**src/rtl/branch_nzp_unit.sv**
```systemverilog
// Per-thread branch unit: latches N/Z/P compare flags, resolves BRnzp and owns the PC.
// Optional taken-branch counter enabled by defining BRANCH_STATS_EN.
//
// state | meaning
// RUN   | accepting ops whenever enable is high
// HALT  | HALT op accepted; only reset returns to RUN
module branch_nzp_unit #(
  parameter int                  PC_WIDTH = 8,
  parameter logic [PC_WIDTH-1:0] RESET_PC = '0
) (
  input  logic                clk,
  input  logic                reset,
  input  logic                enable,
  input  logic                op_valid,
  output logic                op_ready,
  input  logic [1:0]          op_code,
  input  logic [2:0]          cmp_nzp,
  input  logic [2:0]          br_mask,
  input  logic [PC_WIDTH-1:0] br_target,
  output logic [PC_WIDTH-1:0] pc,
  output logic [2:0]          nzp,
  output logic                br_taken,
  output logic                halted,
  output logic [15:0]         taken_count
);

  typedef enum logic {RUN = 1'b0, HALT = 1'b1} state_t;

  localparam logic [1:0] OP_SEQ  = 2'b00;
  localparam logic [1:0] OP_CMP  = 2'b01;
  localparam logic [1:0] OP_BR   = 2'b10;
  localparam logic [1:0] OP_HALT = 2'b11;

  state_t              state;
  logic                accept;
  logic                br_hit;
  logic [PC_WIDTH-1:0] pc_inc;

  assign op_ready = enable & (state == RUN);
  assign accept   = op_valid & op_ready;
  // Resolved against the registered flags; a CMP one cycle earlier is already visible.
  assign br_hit   = |(br_mask & nzp);
  assign pc_inc   = pc + PC_WIDTH'(1);

  always_ff @(posedge clk) begin
    if (reset) begin
      state    <= RUN;
      pc       <= RESET_PC;
      nzp      <= 3'b000;
      br_taken <= 1'b0;
      halted   <= 1'b0;
    end else begin
      br_taken <= 1'b0;
      if (accept) begin
        case (op_code)
          OP_SEQ: pc <= pc_inc;
          OP_CMP: begin
            nzp <= cmp_nzp;
            pc  <= pc_inc;
          end
          OP_BR: begin
            if (br_hit) begin
              pc       <= br_target;
              br_taken <= 1'b1;
            end else begin
              pc <= pc_inc;
            end
          end
          OP_HALT: begin
            state  <= HALT;
            halted <= 1'b1;
          end
          default: pc <= pc;
        endcase
      end
    end
  end

`ifdef BRANCH_STATS_EN
  logic [15:0] taken_cnt;

  always_ff @(posedge clk) begin
    if (reset) begin
      taken_cnt <= 16'h0000;
    end else if (accept && (op_code == OP_BR) && br_hit && (taken_cnt != 16'hFFFF)) begin
      taken_cnt <= taken_cnt + 16'd1;
    end
  end

  assign taken_count = taken_cnt;
`else
  assign taken_count = 16'h0000;
`endif

endmodule

```
**config.mk**
```make
export PLATFORM = sky130hd
export DESIGN_NAME = branch_nzp_unit
export DESIGN_NICKNAME = d
export VERILOG_FILES = /design/src/rtl/branch_nzp_unit.sv
export SDC_FILE = /design/constraint.sdc
export NUM_CORES = 1
export LEC_CHECK = 0
export ABC_CLOCK_PERIOD_IN_PS = 4250
export CAP_MARGIN = 5
export CORE_UTILIZATION = 39
export DETAILED_ROUTE_END_ITERATION = 8
export PLACE_DENSITY = 0.81
export REMOVE_ABC_BUFFERS = 1
export SLEW_MARGIN = 20
export SYNTH_ARGS = -nofsm -noshare
export SYNTH_HDL_FRONTEND = slang
export SYNTH_SLANG_ARGS = --single-unit
```
**constraint.sdc**
```tcl
create_clock -name clk -period 4.25 [get_ports clk]
set_clock_uncertainty 0.15 [all_clocks]
set_input_delay 1.0625 -clock clk [delete_from_list [all_inputs] [get_ports clk]]
set_output_delay 1.0625 -clock clk [all_outputs]
set_load 0.005 [all_outputs]
```
======== Yosys cells after proc, flatten, opt, wreduce, memory -nomap -nowiden ========
Index checks and enable logic that the tools add are counted.
operators by class
  bitwise operators ....................... 6
  multiplexer cells ....................... 3
  reduce and logical (&&, ||, !) cells .... 8
  add/subtract/negate cells ............... 1
  equal/unequal tests ..................... 3
operators by type and width
  operator                                              count
  one-hot mux 8 bit (2 select lines)                    1
  adder 8 x 1 -> 8 bit (second input constant)          1
  2-to-1 mux 8 bit                                      1
  AND reduction 2 bit                                   3
  OR reduction 3 bit                                    2
  equality test 2 bit (second input constant)           2
  AND 3 bit                                             1
  inverter 1 bit                                        3
  AND 1 bit                                             2
  equality test 2 x 1 -> 1 bit (second input constant)  1
  logical NOT 2 bit                                     1
  nonzero test 2 bit                                    1
  OR reduction 2 bit                                    1
  2-to-1 mux 1 bit                                      1
storage, ports and cells
  output and inout port bits .............. 30
  flip-flop bits (word level) ............. 13

======== Logic depth before layout (Yosys ltp) ========
  depth in word-level cells ............... 5
  gate-level depth with buffers ........... 5

======== Worst setup path before layout ========
Ideal clock, no wire load.
  path kind ............................... input to output
  start point ............................. input enable
  end point ............................... output op_ready
  setup slack ............................. 1.844 ns
  stages .................................. 1
  data required time ...................... 3.038 ns
  data arrival time ....................... 1.194 ns
  cell sequence ........................... nor2b_1
on the way
  word-level cells in the longest chain between the ends .. 1
ends and longest elaborated chain
  what                RTL line  source
  start: declaration  13        input logic enable,
  AND 1 bit           39        assign op_ready = enable & (state == RUN);
  end: declaration    15        output logic op_ready,
No other way between the ends.

======== Worst setup path in the final report ========
Same ends and word-level chain as after synthesis.

==> impl_metrics.yaml <==
outcome:
  status: "finished, final reports clean"
logic_synthesis:
  syn_inst: 98
  ys_types: 30
  avgSynthCellArea_um2: 8.554
  synth.yosys.seq_area_share: 0.3104
  syn_area_um2: 838.3
  ys_ff_latch: 13
  yosysWarnings: 0
setup_path:
  crit_path_end_kind: "output port"
  critPathMaxStageDelay_ns: 0.52
  path_buf_inv: 2
  start_kind: "input pin"
  cp.arrival_ns: 2.24
  critPathMaxFanout: 4
  slowest_stage: "clkdlybuf4s50_1"
  cp.required_ns: 3.04
  r2r_cells: 4
  reg2reg_slack_ns: 2.50
  crit_type: "in -> out"
  worstReg2RegEnd: "pc[6]"
  r2r-start: "nzp[0]"
  startpoint: "enable"
  cpMostUsedCell: "clkdlybuf4s50_1"
  cp_cell_sequence: "clkdlybuf4s50_1 > nor2b_1 > clkdlybuf4s50_1"
  worst_path_dominant_cell_family: "buffers and inverters"
detailed_routing:
  first_iter_violations: 24
  drt_pre_antenna_iters: 4
  via_per_inst: 5.050
  wire_per_inst_um: 12.16
  totalWireLength_mm: 1.934
  vias: 803
  route.detailed.drc: 0
  ant_nets: 0
sta:
  hold_viol_final: 0
  period_minus_slack_ns: 3.452
  slew_viol_final: 0
  fin_setup_tns_ns: 0
  relSlewSlack: 0.5593
  max_freq_mhz: 289.7
  setup_viol: 0
  worstMarginPinSlew_ns: 0.6596
  post-route-period-util: 0.8121
  rsz0062_at_grt: "false"
cts:
  cts_resized: 0
  tritoncts: "built"
  cts_sinks: 13
  numCtsBuffers: 3
  post_cts_buffers: 0
  hold_buffers: 0
  htree_num_levels: 1
  path_clk_slew_ns: 0.08
  clk_root_buffer_cell: "clkbuf_4"
  clock_path_buffers: 2
  insertion_delay_ns: 0.27
grt:
  antenna_found_initial: 0
  grtUsageTotal: 0.1847
  grt_pass1_wl_mm: 3.339
  gr-total-overflow: 0
  grt_pass1_vias: 754
  grt_max_degree: 15
finish:
  final_cell_mix: "clkdlybuf4s50_1, conb_1, dfxtp_1, nor2_1, mux2i_1"
  final_common_cell: "clkdlybuf4s50_1"
  fillers: 166
  multi_input_area_um2: 479.2
  syn2layout_area_growth_pct: 36.12
  regArea_um2: 260.3
  drive_above_1_share: 0.04545
  antennaDiodeCount: 0
  num-nets-final: 154
die:
  die_area_um2: 2339
  rows: 16
  top_level_ports: 50
  core_um2: 1982
  initial_core_util: 0.4230
  die_w_um: 48.36
  die_y_um: 48.36
min_path:
  hold_path.class: "reg -> reg"
  holdPathStages: 2
  hold_end: "pc[7]"
  worstHoldStart: "pc[7]"
power:
  ir_drop_uv: 87.93
  powerDensity_nw_per_um2: 217.1
  power.total_mw: 0.2477
  leakage_nw: 0.4585
run:
  cap_violations: 0
place:
  portBuffers: 33
  dp_hpwl_mm: 1.453
  place_congestion: 0.7422
-- cell families after synthesis --
family | share of synthesized area
adder cells (fa/ha/maj) | 0.01492
multiplexers | 0.1075
buffers and inverters | 0.1851
flip-flops | 0.3104
other | 0.004473
AND/OR/NAND/NOR | 0.2164
AO/OA/AOI/OAI | 0.1612
-- state kept, by name, summed over array words and instances (netlist names) --
signal and flops:
state 1, nzp 3, br_taken 1, pc 8
-- metrics by stage --
step | area, µm² | hold slack, ns | cells | utilization | worst slack [ns]
2_1_floorplan | 750.7 | 0.3323 | 95 | - | 1.844
3_3_place_gp | 1115 | 0.3401 | 155 | 0.5625 | 0.8387
3_5_place_dp | 1115 | 0.3432 | 155 | 0.5625 | 0.8051
4_1_cts | 1141 | 0.3547 | 159 | 0.5758 | 0.8010
5_1_grt | 1141 | 0.3708 | 159 | 0.5758 | 0.7563
6_report | 1141 | 0.3562 | 159 | 0.5758 | 0.7984
-- synth_stat cells --
| library cell | count | area share |
|---|---|---|
| a21oi_1 | 4 | 0.024 |
| nand2_2 | 1 | 0.0075 |
| dfxtp_1 | 13 | 0.31 |
| nand2b_1 | 1 | 0.0075 |
| nand4_1 | 1 | 0.0075 |
| nand2_1 | 5 | 0.022 |
| a41oi_1 | 1 | 0.010 |
| buf_4 | 16 | 0.14 |
| conb_1 | 1 | 0.0045 |
| nor3b_1 | 1 | 0.0090 |
| or3b_4 | 1 | 0.013 |
| o21ai_0 | 3 | 0.018 |
| a21o_1 | 1 | 0.0090 |
| clkbuf_1 | 1 | 0.0045 |
| inv_1 | 3 | 0.013 |
| buf_12 | 1 | 0.024 |
| a31oi_1 | 1 | 0.0075 |
| o32ai_1 | 3 | 0.031 |
| a311oi_2 | 1 | 0.018 |
| ha_1 | 1 | 0.015 |
| nor2b_1 | 5 | 0.037 |
| nand3_1 | 3 | 0.018 |
| nor3_1 | 3 | 0.018 |
| nand3b_1 | 1 | 0.0090 |
| or3_1 | 2 | 0.015 |
| o2bb2ai_1 | 3 | 0.031 |
| mux2i_1 | 9 | 0.11 |
| a222oi_1 | 1 | 0.012 |
| nor2_1 | 10 | 0.045 |
| nor4_1 | 1 | 0.0075 |
-- report_power, final --
group / total (mW) / switching, mW / internal, mW
Clock: 0.0771 / 0.0408 / 0.0363
Combinational: 0.0443 / 0.0182 / 0.0261
Sequential: 0.126 / 0.00233 / 0.124
-- final cells by class --
type / instances / share of cell area
Timing Repair Buffer: 33 / 0.2895
Tap cell: 27 / 0.02961
Clock buffer: 4 / 0.02303
Inverter: 3 / 0.009868
Sequential cell: 13 / 0.2281
Multi-Input combinational cell: 79 / 0.4200
-- worst reg2reg max path, stage by stage (launching register included) --
cell       delay (ns)
dfxtp_1          0.36
a222oi_1         0.13
nor3b_1          0.57
o21ai_0          0.26
o2bb2ai_1        0.17
-- how the worst max path moves through the flow --
| stage | endpoint | slack [ns] | cells after the start |
|---|---|---|---|
| after floorplan | op_ready | 1.84 | 1 |
| after global placement | op_ready | 0.84 | 3 |
| after detailed placement | op_ready | 0.81 | 3 |
| after CTS | op_ready | 0.80 | 3 |
| after global routing | op_ready | 0.76 | 3 |
| final | op_ready | 0.80 | 3 |
-- metal layers --
layer  share of wire  up-vias  global-route usage
met5               0        -                   0
met4           0.015        0              0.1078
met3           0.084        6             0.05031
met2            0.46       51              0.3146
met1            0.44      360              0.2058
li1                -      386                   -
Power figures use the tool's default switching activity.
